--- src/rtl/mc_pkg.sv ---
// mc_pkg: state encodings, MIPS opcode/funct constants and select encodings for the multi-cycle control
package mc_pkg;
  typedef enum logic [2:0] {
    S_FETCH  = 3'd0,
    S_DECODE = 3'd1,
    S_EXEC   = 3'd2,
    S_MEM    = 3'd3,
    S_WB     = 3'd4,
    S_BRJ    = 3'd5
  } state_t;
  localparam logic [5:0] OP_R    = 6'b000000;
  localparam logic [5:0] OP_ORI  = 6'b001101;
  localparam logic [5:0] OP_LW   = 6'b100011;
  localparam logic [5:0] OP_SW   = 6'b101011;
  localparam logic [5:0] OP_BEQ  = 6'b000100;
  localparam logic [5:0] OP_LUI  = 6'b001111;
  localparam logic [5:0] OP_JAL  = 6'b000011;
  localparam logic [5:0] FN_ADDU = 6'b100001;
  localparam logic [5:0] FN_SUBU = 6'b100011;
  localparam logic [5:0] FN_JR   = 6'b001000;
  localparam logic [5:0] FN_NOP  = 6'b000000;
  localparam logic [1:0] RD_RT = 2'b00, RD_RD = 2'b01, RD_RA = 2'b10;
  localparam logic [1:0] MR_ALU = 2'b00, MR_DM = 2'b01, MR_LUI = 2'b10, MR_PC4 = 2'b11;
  localparam logic [2:0] ALU_ADD = 3'b000, ALU_SUB = 3'b001, ALU_OR = 3'b010;
  localparam logic [1:0] NPC_PC4 = 2'b00, NPC_BR = 2'b01, NPC_JAL = 2'b10, NPC_RS = 2'b11;
  // One-hot instruction class; all-zero means the instruction is not recognised.
  typedef struct packed {
    logic addu, subu, ori, lw, sw, beq, lui, jal, jr, nop;
  } cls_t;
  // Full control word, packed in the order the outputs appear on the top.
  typedef struct packed {
    logic       pc_wr;
    logic       ir_wr;
    logic       reg_wr;
    logic       mem_wr;
    logic [1:0] reg_dst;
    logic       alu_src;
    logic [1:0] mem_to_r;
    logic [2:0] alu_op;
    logic       ext_op;
    logic [1:0] npc_sel;
    logic       illegal;
  } ctrl_t;
endpackage

--- src/rtl/mc_decode.sv ---
// mc_decode: combinational opcode/funct classification into a one-hot instruction class plus illegal flag
module mc_decode
  import mc_pkg::*;
(
  input  logic [5:0] i_opcode,
  input  logic [5:0] i_funct,
  output cls_t       o_cls,
  output logic       o_illegal
);
  logic w_r;
  assign w_r        = i_opcode == OP_R;
  assign o_cls.addu = w_r && i_funct == FN_ADDU;
  assign o_cls.subu = w_r && i_funct == FN_SUBU;
  assign o_cls.jr   = w_r && i_funct == FN_JR;
  assign o_cls.nop  = w_r && i_funct == FN_NOP;
  assign o_cls.ori  = i_opcode == OP_ORI;
  assign o_cls.lw   = i_opcode == OP_LW;
  assign o_cls.sw   = i_opcode == OP_SW;
  assign o_cls.beq  = i_opcode == OP_BEQ;
  assign o_cls.lui  = i_opcode == OP_LUI;
  assign o_cls.jal  = i_opcode == OP_JAL;
  assign o_illegal  = ~|o_cls;
endmodule

--- src/rtl/mc_ctrl.sv ---
// mc_ctrl: multi-cycle MIPS control FSM with retired-instruction counter; MC_MEM_WAIT_EN makes MEM wait on mem_rdy
module mc_ctrl
  import mc_pkg::*;
#(
  parameter int CNT_W = 32
) (
  input  logic             clk,
  input  logic             reset,
  input  logic [5:0]       opcode,
  input  logic [5:0]       funct,
  input  logic             zero,
  input  logic             mem_rdy,
  output logic             pcWr,
  output logic             irWr,
  output logic             regWr,
  output logic             memWr,
  output logic [1:0]       regDst,
  output logic             aluSrc,
  output logic [1:0]       memToR,
  output logic [2:0]       aluOp,
  output logic             extOp,
  output logic [1:0]       npcSel,
  output logic             illegal,
  output logic [CNT_W-1:0] instr_cnt,
  output logic [2:0]       state
);
  state_t           r_state, w_next;
  ctrl_t            w_ctrl, w_out;
  cls_t             w_cls;
  logic             w_illegal, w_mem_go, w_retire;
  logic [CNT_W-1:0] r_cnt;
  mc_decode u_decode (
    .i_opcode (opcode),
    .i_funct  (funct),
    .o_cls    (w_cls),
    .o_illegal(w_illegal)
  );
`ifdef MC_MEM_WAIT_EN
  assign w_mem_go = mem_rdy;
`else
  logic w_unused_mem_rdy;
  assign w_unused_mem_rdy = mem_rdy;
  assign w_mem_go = 1'b1;
`endif
  // Next state, control word and retire strobe from the current state and decoded class
  always_comb begin
    w_next   = S_FETCH;
    w_ctrl   = '0;
    w_retire = 1'b0;
    case (r_state)
      S_FETCH: begin
        w_ctrl.ir_wr = 1'b1;
        w_ctrl.pc_wr = 1'b1;
        w_next       = S_DECODE;
      end
      S_DECODE: begin
        w_next = (w_cls.addu | w_cls.subu | w_cls.ori | w_cls.lw | w_cls.sw) ? S_EXEC :
                 w_cls.lui ? S_WB :
                 (w_cls.beq | w_cls.jal | w_cls.jr) ? S_BRJ : S_FETCH;
        w_ctrl.illegal = w_illegal;
        w_retire       = w_cls.nop;
      end
      S_EXEC: begin
        w_ctrl.alu_op  = w_cls.subu ? ALU_SUB : w_cls.ori ? ALU_OR : ALU_ADD;
        w_ctrl.alu_src = w_cls.ori | w_cls.lw | w_cls.sw;
        w_ctrl.ext_op  = w_cls.lw | w_cls.sw;
        w_next         = (w_cls.lw | w_cls.sw) ? S_MEM : S_WB;
      end
      S_MEM: begin
        w_ctrl.mem_wr = w_cls.sw;
        w_next        = !w_mem_go ? S_MEM : w_cls.lw ? S_WB : S_FETCH;
        w_retire      = w_mem_go & w_cls.sw;
      end
      S_WB: begin
        w_ctrl.reg_wr   = 1'b1;
        w_ctrl.reg_dst  = (w_cls.addu | w_cls.subu) ? RD_RD : RD_RT;
        w_ctrl.mem_to_r = w_cls.lw ? MR_DM : w_cls.lui ? MR_LUI : MR_ALU;
        w_retire        = 1'b1;
      end
      S_BRJ: begin
        w_ctrl.alu_op   = w_cls.beq ? ALU_SUB : ALU_ADD;
        w_ctrl.pc_wr    = w_cls.beq ? zero : (w_cls.jal | w_cls.jr);
        w_ctrl.npc_sel  = w_cls.beq ? NPC_BR : w_cls.jal ? NPC_JAL : w_cls.jr ? NPC_RS : NPC_PC4;
        w_ctrl.reg_wr   = w_cls.jal;
        w_ctrl.reg_dst  = w_cls.jal ? RD_RA : RD_RT;
        w_ctrl.mem_to_r = w_cls.jal ? MR_PC4 : MR_ALU;
        w_retire        = 1'b1;
      end
      default: w_next = S_FETCH;
    endcase
  end
  // Reset silences every output immediately, without waiting for a clock edge
  assign w_out = reset ? '0 : w_ctrl;
  assign {pcWr, irWr, regWr, memWr, regDst, aluSrc, memToR, aluOp, extOp, npcSel, illegal} = w_out;
  assign instr_cnt = r_cnt;
  assign state     = r_state;
  // State register
  always_ff @(posedge clk or posedge reset) begin
    if (reset) r_state <= S_FETCH;
    else       r_state <= w_next;
  end
  // Retired-instruction counter, wraps freely
  always_ff @(posedge clk or posedge reset) begin
    if (reset)         r_cnt <= '0;
    else if (w_retire) r_cnt <= r_cnt + CNT_W'(1);
  end
endmodule

--- config.mk ---
export PLATFORM = sky130hd
export DESIGN_NAME = mc_ctrl
export DESIGN_NICKNAME = d
export VERILOG_FILES = /design/src/rtl/mc_pkg.sv /design/src/rtl/mc_decode.sv /design/src/rtl/mc_ctrl.sv
export SDC_FILE = /design/constraint.sdc
export NUM_CORES = 1
export LEC_CHECK = 0
export CAP_MARGIN = 10
export CORE_UTILIZATION = 40
export CTS_BUF_LIST = sky130_fd_sc_hd__clkbuf_8
export DETAILED_ROUTE_END_ITERATION = 8
export PLACE_DENSITY = 0.71
export SLEW_MARGIN = 40
export SYNTH_ARGS = -nofsm -noshare
export SYNTH_HDL_FRONTEND = slang
export SYNTH_SLANG_ARGS = --single-unit
--- constraint.sdc ---
create_clock -name clk -period 2.82 [get_ports clk]
set_input_delay 0.564 -clock clk [delete_from_list [all_inputs] [get_ports clk]]
set_output_delay 0.564 -clock clk [all_outputs]
set_load 0.05 [all_outputs]
# --- Word-level counts from Yosys, hierarchy flattened ---
# Index checks and enable logic that the tools add are counted.
# Widths: inputs -> output; s select.
totals:
  inputBits: 16
  elab_cells: 68
  register_bits: 35
  output_inout_bits: 51
op_classes:
  bitwise: 10
  n_reduce_logical: 10
  mux: 31
  n_addsub: 1
  eq_ne: 14
op_table:
  columns: ["op", "n"]
  rows:
  - ["$add 32x1->32 const B", 1]
  - ["$eq 6x6->1 const B", 4]
  - ["$mux 2", 10]
  - ["$eq 6x4->1 const B", 3]
  - ["$mux 16", 1]
  - ["$mux 3", 5]
  - ["$logic_not 6->1", 2]
  - ["$pmux 2 s2", 3]
  - ["$pmux 3 s4", 1]
  - ["$or 1x1->1", 10]
  - ["$reduce_or 10->1", 1]
  - ["$mux 1", 8]
  - ["$eq 3x2->1 const B", 2]
  - ["$eq 3x3->1 const B", 2]
  - ["$eq 6x2->1 const B", 1]
  - ["$eq 6x3->1 const B", 1]
  - ["$logic_and 1x1->1", 4]
  - ["$pmux 1 s2", 2]
  - ["$eq 3x1->1 const B", 1]
  - ["$logic_not 3->1", 1]
  - ["$pmux 1 s3", 1]
  - ["$reduce_or 2->1", 1]
  - ["$logic_not 1->1", 1]

# --- Longest topological paths before layout ---
depth:
  ltp_word: 8
  depth_mapped: 7
  mapped_depth_nobuf: 6

# --- Cells and area by module ---
# A second synthesis with hierarchy kept.
unflattened:
  hier_cells: 218
  area_unflattened_um2: 2015.7
modules_own_cells:
  columns: ["module", "cells_each", "instances", "seq_area_each_um2", "area_per_inst_um2"]
  rows:
  - ["mc_ctrl", 188, 1, 875.8, 1840.5]
  - ["mc_decode", 30, 1, 0.0, 175.2]

# --- Least setup slack after synthesis ---
# Ideal clock, no wire load.
synth_timing:
  path_kind: "flip-flop to output port"
  start: "register r_state[0] (netlist: state[0])"
  end: "output illegal"
  path_buffers: 1
  required_time_ns: 2.256
  stages_incl_launch_ff: 6
  path_slack_ns: -0.882
  t_arrival_ns: 3.138
  cell_sequence: "dfrtp_1 buf_6 inv_1 or3_1 nor3b_1 nor4b_1"
synth_via:
  elab_chain_cells: 3
synth_rtl:
  columns: ["element", "line_no", "text"]
  rows:
  - ["from (decl)", "mc_ctrl.sv:27", "state_t r_state, w_next;"]
  - ["from (signal assigned)", "mc_ctrl.sv:100", "else r_state <= w_next;"]
  - ["$eq 3x1->1", "mc_ctrl.sv:50", "case (r_state)"]
  - ["$mux 1", "mc_ctrl.sv:50", null]
  - ["$mux 16", "mc_ctrl.sv:93", "assign w_out = reset ? '0 : w_ctrl;"]
  - ["to (decl)", "mc_ctrl.sv:23", "output logic illegal,"]
# Every way passes these cells.

# --- Final worst setup path ---
layout_timing:
  start: "input opcode[5]"
  end: "output memToR[1]"
layout_via:
  elab_chain_cells: 5
  elab_cells_between_ends: 8
  classes_between: "3 x eq/ne; 5 x mux"
layout_rtl:
  columns: ["element", "line_no", "text"]
  rows:
  - ["from (decl)", "mc_ctrl.sv:9", "input logic [5:0] opcode,"]
  - ["$eq 6x4->1", "mc_decode.sv:20", "assign o_cls.lui = i_opcode == OP_LUI;"]
  - ["$mux 2 (2 in series)", "mc_ctrl.sv:77", "w_ctrl.mem_to_r = w_cls.lw ? MR_DM : w_cls.lui ? MR_LUI : MR_ALU;"]
  - ["$pmux 2 s2 *", "mc_ctrl.sv:50", null]
  - ["$mux 16 *", "mc_ctrl.sv:93", null]
  - ["to (decl)", "mc_ctrl.sv:19", "output logic [1:0] memToR,"]
# Mark *: on every way between the ends. The rest lies on a longest branch, timed or not.

==> results.json <==
{
  "status": "finished, final reports clean",
  "async_flop_share": 1.00,
  "synthMuxAreaShare": 0,
  "antenna_found_initial": 0,
  "grt_max_degree": 36,
  "synth_top_family_by_area": "simple AND/OR/NAND/NOR gates",
  "die_w_um": 74.4,
  "hold_viol": 0,
  "drv_cap": 0,
  "grt_pass1_vias": 1795,
  "setup_violations": 0,
  "h-tree-depth": 2,
  "ys_types": 46,
  "total_power_mw": 1.53,
  "crit_type": "in2out",
  "place_congestion": 0.827,
  "grt_overflow": 0,
  "synth_top_area_share": 0.417,
  "holdWs_ns": 0.474,
  "worst_pin_slew_ns": 0.734,
  "cts_num_sinks": 35,
  "fin_setup_tns_ns": 0,
  "synth_top_area_cell": "dfrtp_1",
  "grt_use_total": 0.204,
  "ant_nets": 0,
  "min_period_ns": 2.77,
  "fmaxAchievable_ghz": 0.361,
  "num_io_pins": 67,
  "dieArea_um2": 5540,
  "skew_ns": 0.00773,
  "grt_pass1_wl_um": 8570,
  "rows": 25,
  "clk_path_buf_depth": 2,
  "dr.pass1.iters": 4,
  "synth_compound_area_frac": 0.0638,
  "hold_path.class": "reg2reg",
  "cellLeakagePower_nw": 1.43,
  "hpwlAfterDp_um": 3990,
  "cts_root_buf": "clkbuf_8",
  "port-buffer-count": 64,
  "nets": 323,
  "insertion_delay_ns": 0.29,
  "drt_first_iter_violations": 52,
  "hold_buffers": 0,
  "seq_area_frac_synth": 0.417,
  "wl_per_cell_um": 14.4,
  "via_count": 1965,
  "synth_nets": 237,
  "initial_utilization": 0.430,
  "drcViolationCount": 0,
  "synthXorXnorAreaFrac": 0.129,
  "drive_above_1_share": 0.238,
  "clk_pin_slew_ns": 0.07,
  "core_um2": 4880,
  "die_y_um": 74.4,
  "slew_viol_final": 0,
  "fill_cells": 414,
  "synthAdderAreaFrac": 0.00596,
  "arrival_ns": 2.21,
  "synthesis.instances": 220,
  "synthTopCellsByArea": "dfrtp_1 (42%), xor2_1 (6.7%), xnor2_1 (6.3%)",
  "synth_seq_cells": 35,
  "peakVddDrop_v": 0.000225,
  "yosysWarnings": 0,
  "cp_max_fo": 5,
  "cts_inserted_buffers": 5,
  "rsz0062_at_grt": "false",
  "p_per_area_nw_per_um2": 475,
  "synth_area_per_cell_um2": 9.54,
  "min_period_over_period": 0.982,
  "post-route-util": 0.662,
  "ys.flop_type": "dfrtp_1",
  "area_growth_pct": 53.8,
  "synth_edf_count": 0,
  "via_per_inst": 5.25,
  "synth-simple-area-share": 0.338,
  "cts_tree": "yes",
  "start_kind": "input pin",
  "wirelength_um": 5390,
  "diodes": 0,
  "end_kind": "primary output",
  "max-slew-margin-rel": 0.511,
  "syn-cell-area_um2": 2100,
  "crit_required_ns": 2.26
}
==> through the flow <==
| step | instances | worst slack (ns) | cell area, µm² |
|---|---|---|---|
| floorplan | 220 | -0.176 | 2140 |
| global placement | 365 | -0.177 | 3050 |
| detailed placement | 365 | -0.158 | 3050 |
| CTS | 374 | 0.0135 | 3210 |
| global route | 374 | 0.00298 | 3230 |
| finish | 374 | 0.0503 | 3230 |
==> sequential cells by signal, summed over array words and instances (netlist names) <==
name	count
instr_cnt	32
state	3
==> cell type report <==
class	count	area [µm²]	share of cell area
inverters	8	33.8	0.0105
repair buffers	86	902	0.279
well taps	67	83.8	0.0260
clock buffers	5	68.8	0.0213
multi-input cells	170	1220	0.378
flip-flops and latches	35	876	0.271
clock inverters	3	43.8	0.0136
==> what timing repair did <==
item	in CTS	in global routing
gates resized for setup	14	6
endpoints found under the setup margin	9	6
setup buffers	1	0
pin swaps	7	2
==> power by group <==
part | total (mW) | internal [mW] | switching (mW)
logic | 0.509 | 0.200 | 0.309
registers | 0.574 | 0.530 | 0.0435
clock network | 0.450 | 0.263 | 0.187
total | 1.53 | 0.993 | 0.540
==> path summary, 6_finish.rpt <==
kind | from | depth (start not counted) | end | slack (ns)
max | opcode[5] | 6 | memToR[1] | 0.05
min | instr_cnt[31] | 1 | instr_cnt[31] | 0.47
max reg2reg | state[2] | 6 | instr_cnt[6] | 0.65
min reg2reg | instr_cnt[31] | 1 | instr_cnt[31] | 0.47
max in group asynchronous | reset | 3 | instr_cnt[1] | 1.62
min in group asynchronous | reset | 3 | state[2] | 0.89
==> cells by family (layout without fill, tap and decap cells) <==
group                      count (synthesis)  count (layout)
AOI/OAI and AO/OA                         16              16
xor gates and xnor gates                  31              31
adders and majority gates                  1               1
buffers and inverters                     15             102
DFF                                       35              35
other                                      1               1
and+or+nand+nor                          121             121
==> Yosys cell counts, drive strengths merged (2+ instances only) <==
library cell and instances:
and3 8, dfrtp 35, a21oi 5, and2 3
xnor2 15, inv 8, nor3b 2, nand2 23
or3 4, nand4 16, xor2 16, nor2b 2
nand3 16, nor2 16, nor4 9, nor3 12
or2 2, buf 6, o31ai 2
==> worst max-delay path, cell delays in order <==
cell and delay [ns]:
dlygate4sd2_1 0.28, or3b_4 0.44, or3_4 0.41, o21a_1 0.20, nor2_2 0.16, buf_12 0.16
==> metal layers <==
layer,vias up,share of wire,track usage,wire length (µm)
met4,0,0.012,0.0566,64
li1,958,-,-,-
met3,6,0.034,0.0434,186
met1,952,0.45,0.269,2440
met5,-,0,0,0
met2,49,0.50,0.337,2710
==> cell usage in the layout (no fill, tap or decap), drive strengths merged, types with 2 or more instances in the layout <==
master	synthesis	routed
nand4	16	16
a21oi	5	5
nor3b	2	2
clkdlybuf4s50	0	41
nor2	16	16
xor2	16	16
and3	8	8
o31ai	2	2
or3	4	4
clkinv	0	2
or2	2	2
dlygate4sd2	0	4
nor2b	2	2
and2	3	3
xnor2	15	15
inv	8	7
nand2	23	23
nor4	9	9
buf	6	37
dfrtp	35	35
clkbuf	1	5
nor3	12	12
dlymetal6s2s	0	4
nand3	16	16
No activity file was read; power rests on OpenSTA's default activity.
